===== config.mk =====
export PLATFORM = sky130hd
export DESIGN_NAME = circle_arc_engine
export DESIGN_NICKNAME = d
export VERILOG_FILES = /design/src/rtl/circle_arc_engine.sv
export SDC_FILE = /design/constraint.sdc
export NUM_CORES = 1
export LEC_CHECK = 0
export ABC_CLOCK_PERIOD_IN_PS = 13000
export CAP_MARGIN = 20
export CORE_MARGIN = 8
export CORE_UTILIZATION = 40
export CTS_CLUSTER_DIAMETER = 80
export DETAILED_ROUTE_END_ITERATION = 12
export PLACE_DENSITY = 0.63
export RECOVER_POWER = 50
export SYNTH_ARGS = -nofsm -noshare
export SYNTH_HDL_FRONTEND = slang
export SYNTH_SLANG_ARGS = --single-unit
export TNS_END_PERCENT = 20

===== constraint.sdc =====
create_clock -name clk -period 13 [get_ports clk]
set_input_delay 1.3 -clock clk [delete_from_list [all_inputs] [get_ports clk]]
set_output_delay 1.3 -clock clk [all_outputs]
set_load 0.005 [all_outputs]

===== src/rtl/circle_arc_engine.sv =====
// circle_arc_engine: midpoint circle rasteriser emitting one clipped, octant-masked candidate pixel per cycle.
// Pixel outputs are registered from the next-state values so they line up with the PLOT cycle they belong to.
module circle_arc_engine #(
    parameter int SCREEN_W = 160,
    parameter int SCREEN_H = 120
) (
    input  logic       clk,
    input  logic       rst,
    input  logic       start,
    input  logic [2:0] colour,
    input  logic [7:0] centre_x,
    input  logic [6:0] centre_y,
    input  logic [7:0] radius,
    input  logic [7:0] octant_mask,
    output logic       done,
    output logic [7:0] vga_x,
    output logic [6:0] vga_y,
    output logic [2:0] vga_colour,
    output logic       vga_plot
);
    typedef enum logic [2:0] {IDLE, INIT, PLOT, UPDATE, DONE} state_t;
    state_t state, state_n;
    logic [2:0] col;
    logic [7:0] cx, rad, mask;
    logic [6:0] cy;
    logic [2:0] oct, oct_n;
    logic signed [9:0] ox, oy, ox_n, oy_n, ox_u, oy_u, dx, dy, px, py;
    logic signed [10:0] crit, crit_n, crit_u;
    logic vis;

    always_ff @(posedge clk or posedge rst)
        if (rst) state <= IDLE;
        else state <= state_n;

    always_comb begin
        oy_u = oy + 10'sd1;
        ox_u = (crit <= 11'sd0) ? ox : ox - 10'sd1;
        crit_u = crit + 11'sd1 + ((crit <= 11'sd0) ? (11'(oy_u) <<< 1) : (11'(oy_u - ox_u) <<< 1));
        state_n = state;
        ox_n = ox;
        oy_n = oy;
        crit_n = crit;
        oct_n = oct;
        case (state)
            IDLE: state_n = start ? INIT : IDLE;
            INIT: begin
                state_n = PLOT;
                ox_n = $signed({2'b00, rad});
                oy_n = 10'sd0;
                crit_n = 11'sd1 - $signed({3'b000, rad});
                oct_n = 3'd0;
            end
            PLOT: begin
                oct_n = oct + 3'd1;
                state_n = (oct == 3'd7) ? UPDATE : PLOT;
            end
            UPDATE: begin
                ox_n = ox_u;
                oy_n = oy_u;
                crit_n = crit_u;
                oct_n = 3'd0;
                state_n = (oy_u <= ox_u) ? PLOT : DONE;
            end
            DONE: state_n = start ? DONE : IDLE;
            default: state_n = IDLE;
        endcase
        // odd octants swap the offsets; octants 2..5 mirror x, 4..7 mirror y
        dx = oct_n[0] ? oy_n : ox_n;
        dy = oct_n[0] ? ox_n : oy_n;
        px = (oct_n[2] ^ oct_n[1]) ? $signed({2'b00, cx}) - dx : $signed({2'b00, cx}) + dx;
        py = oct_n[2] ? $signed({3'b000, cy}) - dy : $signed({3'b000, cy}) + dy;
        vis = mask[oct_n] && px >= 10'sd0 && px < 10'(SCREEN_W) && py >= 10'sd0 && py < 10'(SCREEN_H);
    end

    always_ff @(posedge clk or posedge rst)
        if (rst) begin
            col <= '0;
            cx <= '0;
            cy <= '0;
            rad <= '0;
            mask <= '0;
            ox <= '0;
            oy <= '0;
            crit <= '0;
            oct <= '0;
            vga_x <= '0;
            vga_y <= '0;
            vga_colour <= '0;
            vga_plot <= 1'b0;
            done <= 1'b0;
        end else begin
            if (state == IDLE && start) begin
                col <= colour;
                cx <= centre_x;
                cy <= centre_y;
                rad <= radius;
                mask <= octant_mask;
            end
            ox <= ox_n;
            oy <= oy_n;
            crit <= crit_n;
            oct <= oct_n;
            vga_x <= px[7:0];
            vga_y <= py[6:0];
            vga_colour <= col;
            vga_plot <= (state_n == PLOT) && vis;
            done <= (state_n == DONE);
        end
endmodule

==> impl_results.md <==
* Hold path depth at 0
* Yosys Warn Count at 0
* Met2 Resource Use GR at 0.271
* Crit path capture type: flip-flop
* Fin crit share at 0.609
* Final setup TNS at 0 ns
* Netlist Area Pre-Place at 6650 sq um
* Max-slew violation count at 179
* Multi-input logic area at 4040 sq um
* FF-to-FF path depth at 21
* Routability cong. at 0.875
* DP Wirelength at 13.1 mm
* Starting density of the core at 0.405
* Hold path startpoint: col[0]
* Mux cell area share after synthesis at 0.0820
* Final ANT Viol Nets at 0
* Synth cell count leaders: 91 x dfrtp_1, 57 x nand2_1, 51 x nor2_1, 49 x a21oi_1, 48 x o21ai_0
* Die span in y at 145 microns
* Worst-Skew Late Latency at 0.35 ns
* # H-tree levels at 3
* Post-synth cell types at 84
* Worst r2r src: state[1]
* WL per Instance at 17.8 microns
* Largest family of logic cells by synthesized area: compound AO/OA/AOI/OAI gates
* CTS Hold Buffers Added at 0
* Synth Area in Adders at 0.0892
* Via Count at 5414
* Die area at 21000 sq um
* EDFF count, synth at 0
* Root buffer cell: clkbuf_16
* Post-CTS Setup Bufs at 0
* Failing checks: max-capacitance violations, max-slew violations
* Worst EP required at 13.26 ns
* Register area at 2280 sq um
* Yosys top cell area share at 0.342
* Crit path launch: state[1]
* Crit path arrival time at 8.17 ns
* Clock Skew at 0.00890 ns
* Maximum buffer depth of the clock tree at 2
* R2r endpoint: vga_plot
* Worst-path fanout max at 44
* Top FF cell, synth: dfrtp_1
* Antenna cell count at 0
* Number of remaining DRC errors at 0
* Ys async rst share at 1.00
* First-pass GRT wire length at 28.4 mm
* Synthesized Nets at 793
* Post-route minimum period at 7.91 ns
* Final wirelength at 17.4 mm
* RSZ-0062 raised after global routing: no
* Area delta synth->final at 15.0%
* Most common cell in the netlist: dfrtp_1
* Worst-path clk slew at 0.06 ns
* TritonCTS clock tree: done
* FF+latch count, synth at 91
* Reg2reg setup slack at 5.09 ns
* Post-Syn Instances at 711
* Antenna violations before repair at 0
* Yosys top cell by area: dfrtp_1
* Critical path startpoint category: flip-flop
* Max_cap viols at 4
* Iteration-0 DRC Markers at 320
* Status: complete, but fails checks
* Vias in the first global route at 5443
* Core Rows at 47
* Max_slew headroom at -1.42
* Slew @ Worst Pin at 3.63 ns
* Tot GR Track Use at 0.164
* Synth Area in XOR/XNOR at 0.0832
* Met1 Use GR at 0.205
* Final setup fails at 0
* Top post-synthesis cells by area: dfrtp_1 34%, ha_1 7.7%, mux2_2 5.8%, xnor2_1 4.2%, a21oi_1 3.7%
* Largest net degree at the start of global routing at 67
* Worst Hold Class: reg2reg
* DRT Pass-1 Iters at 6
* Post-synthesis compound-gate area fraction at 0.203
* Seq/Total Area, Yosys at 0.342
* Grt total ovfl at 0
* Critical path class: reg2reg
* Hold Path Sink: vga_colour[0]
* Simple-gate share of the synthesized area at 0.153
* Avg Cell Area, Syn at 9.35 sq um
* Vias/cell at 5.52
* # IOs at 57
* Final Non-Filler Cells at 980
* Cts bufs inserted at 9
* Grt met3 use at 0.0367
* Clock tree sinks at 91
* Share of cells above drive strength 1 at 0.107
* Post-CTS sizing at 0
* Highest clock rate at 126 MHz
* Busiest layer in global routing: met2
* Placed insts at 964
* Final hold violations at 0
* Core Region at 16400 sq um
* Count of input and output buffers at 56
* Final #Nets at 837
* Die X at 145 microns
* Fill cells at 1544
==> final cells by class <==
type                       instances  area share
clock buffer                      10      0.0312
clock inverter                     6     0.00916
inverter                          41      0.0211
multi-input combinational        551       0.528
sequential                        91       0.298
tap                              220      0.0360
timing repair buffer              61      0.0767
==> worst max-delay path by stage <==
stage / end / slack (ns) / depth (start not counted)
2_1_floorplan: crit[10] / 8.52 / 21
6_report: vga_plot / 5.09 / 21
3_5_place_dp: vga_plot / 7.66 / 21
5_1_grt: vga_plot / 4.34 / 21
4_1_cts: vga_plot / 7.59 / 21
3_3_place_gp: vga_plot / 7.86 / 21
==> kinds of logic after synthesis <==
| kind of cell | after synthesis |
|---|---|
| xor+xnor | 61 |
| simple gates | 200 |
| compound gates | 196 |
| buf+inv | 69 |
| mux | 49 |
| flops | 91 |
| fa+ha+maj | 45 |
==> cell usage in the layout, fill, tap and decap left out, types with 16 or more instances in the layout <==
master and instances:
nor3_1 16, xor2_1 28, dlygate4sd3_1 22, clkdlybuf4s50_1 34, dfrtp_1 91, ha_1 41
nand2_1 57, o21ai_0 48, inv_1 38, nor2_1 50, a21oi_1 52, mux2_2 34
xnor2_1 32
==> critical path, stage by stage, from the launching register on <==
cell and delay (ns):
dfrtp_1 0.32, clkbuf_1 1.41, o21bai_1 0.10, a21oi_1 1.34, clkinvlp_2 1.49, nand2_1 0.36
and2_1 0.22, inv_1 0.06, ha_1 0.21, nor2_1 0.13, xor2_1 0.17, ha_1 0.30
o21ai_0 0.19, a21oi_1 0.08, o21ai_0 0.21, a21boi_0 0.15, o21ai_0 0.28, a21boi_0 0.15
mux2i_1 0.20, xor2_1 0.18, a31oi_1 0.12, a211oi_2 0.16
==> flip-flops by register name (all words and copies together) (netlist names), 3 cells and up <==
signal,flops
mask,8
cx,8
vga_colour,3
oy,10
oct,3
vga_x,8
vga_y,7
state,3
cy,7
ox,10
rad,8
crit,11
col,3
==> layer usage <==
metal	share of wire	routed length, microns	vias to the layer above
met5	0	0	-
met4	0.027	478	0
met3	0.053	918	28
met2	0.48	8350	139
met1	0.44	7680	2601
li1	-	-	2646
==> metrics by stage <==
step	hold slack, ns	instance area, sq um	setup slack (ns)	util
floorplan	0.350	6650	8.52	-
CTS	0.378	7690	7.59	0.468
finish	0.373	7650	5.09	0.466
global placement	0.353	7380	7.86	0.450
detailed placement	0.362	7380	7.66	0.450
global route	0.384	7650	4.34	0.466
Power is not shown: default switching activity piles up to over one toggle a cycle in this logic, so the estimate is an artifact.
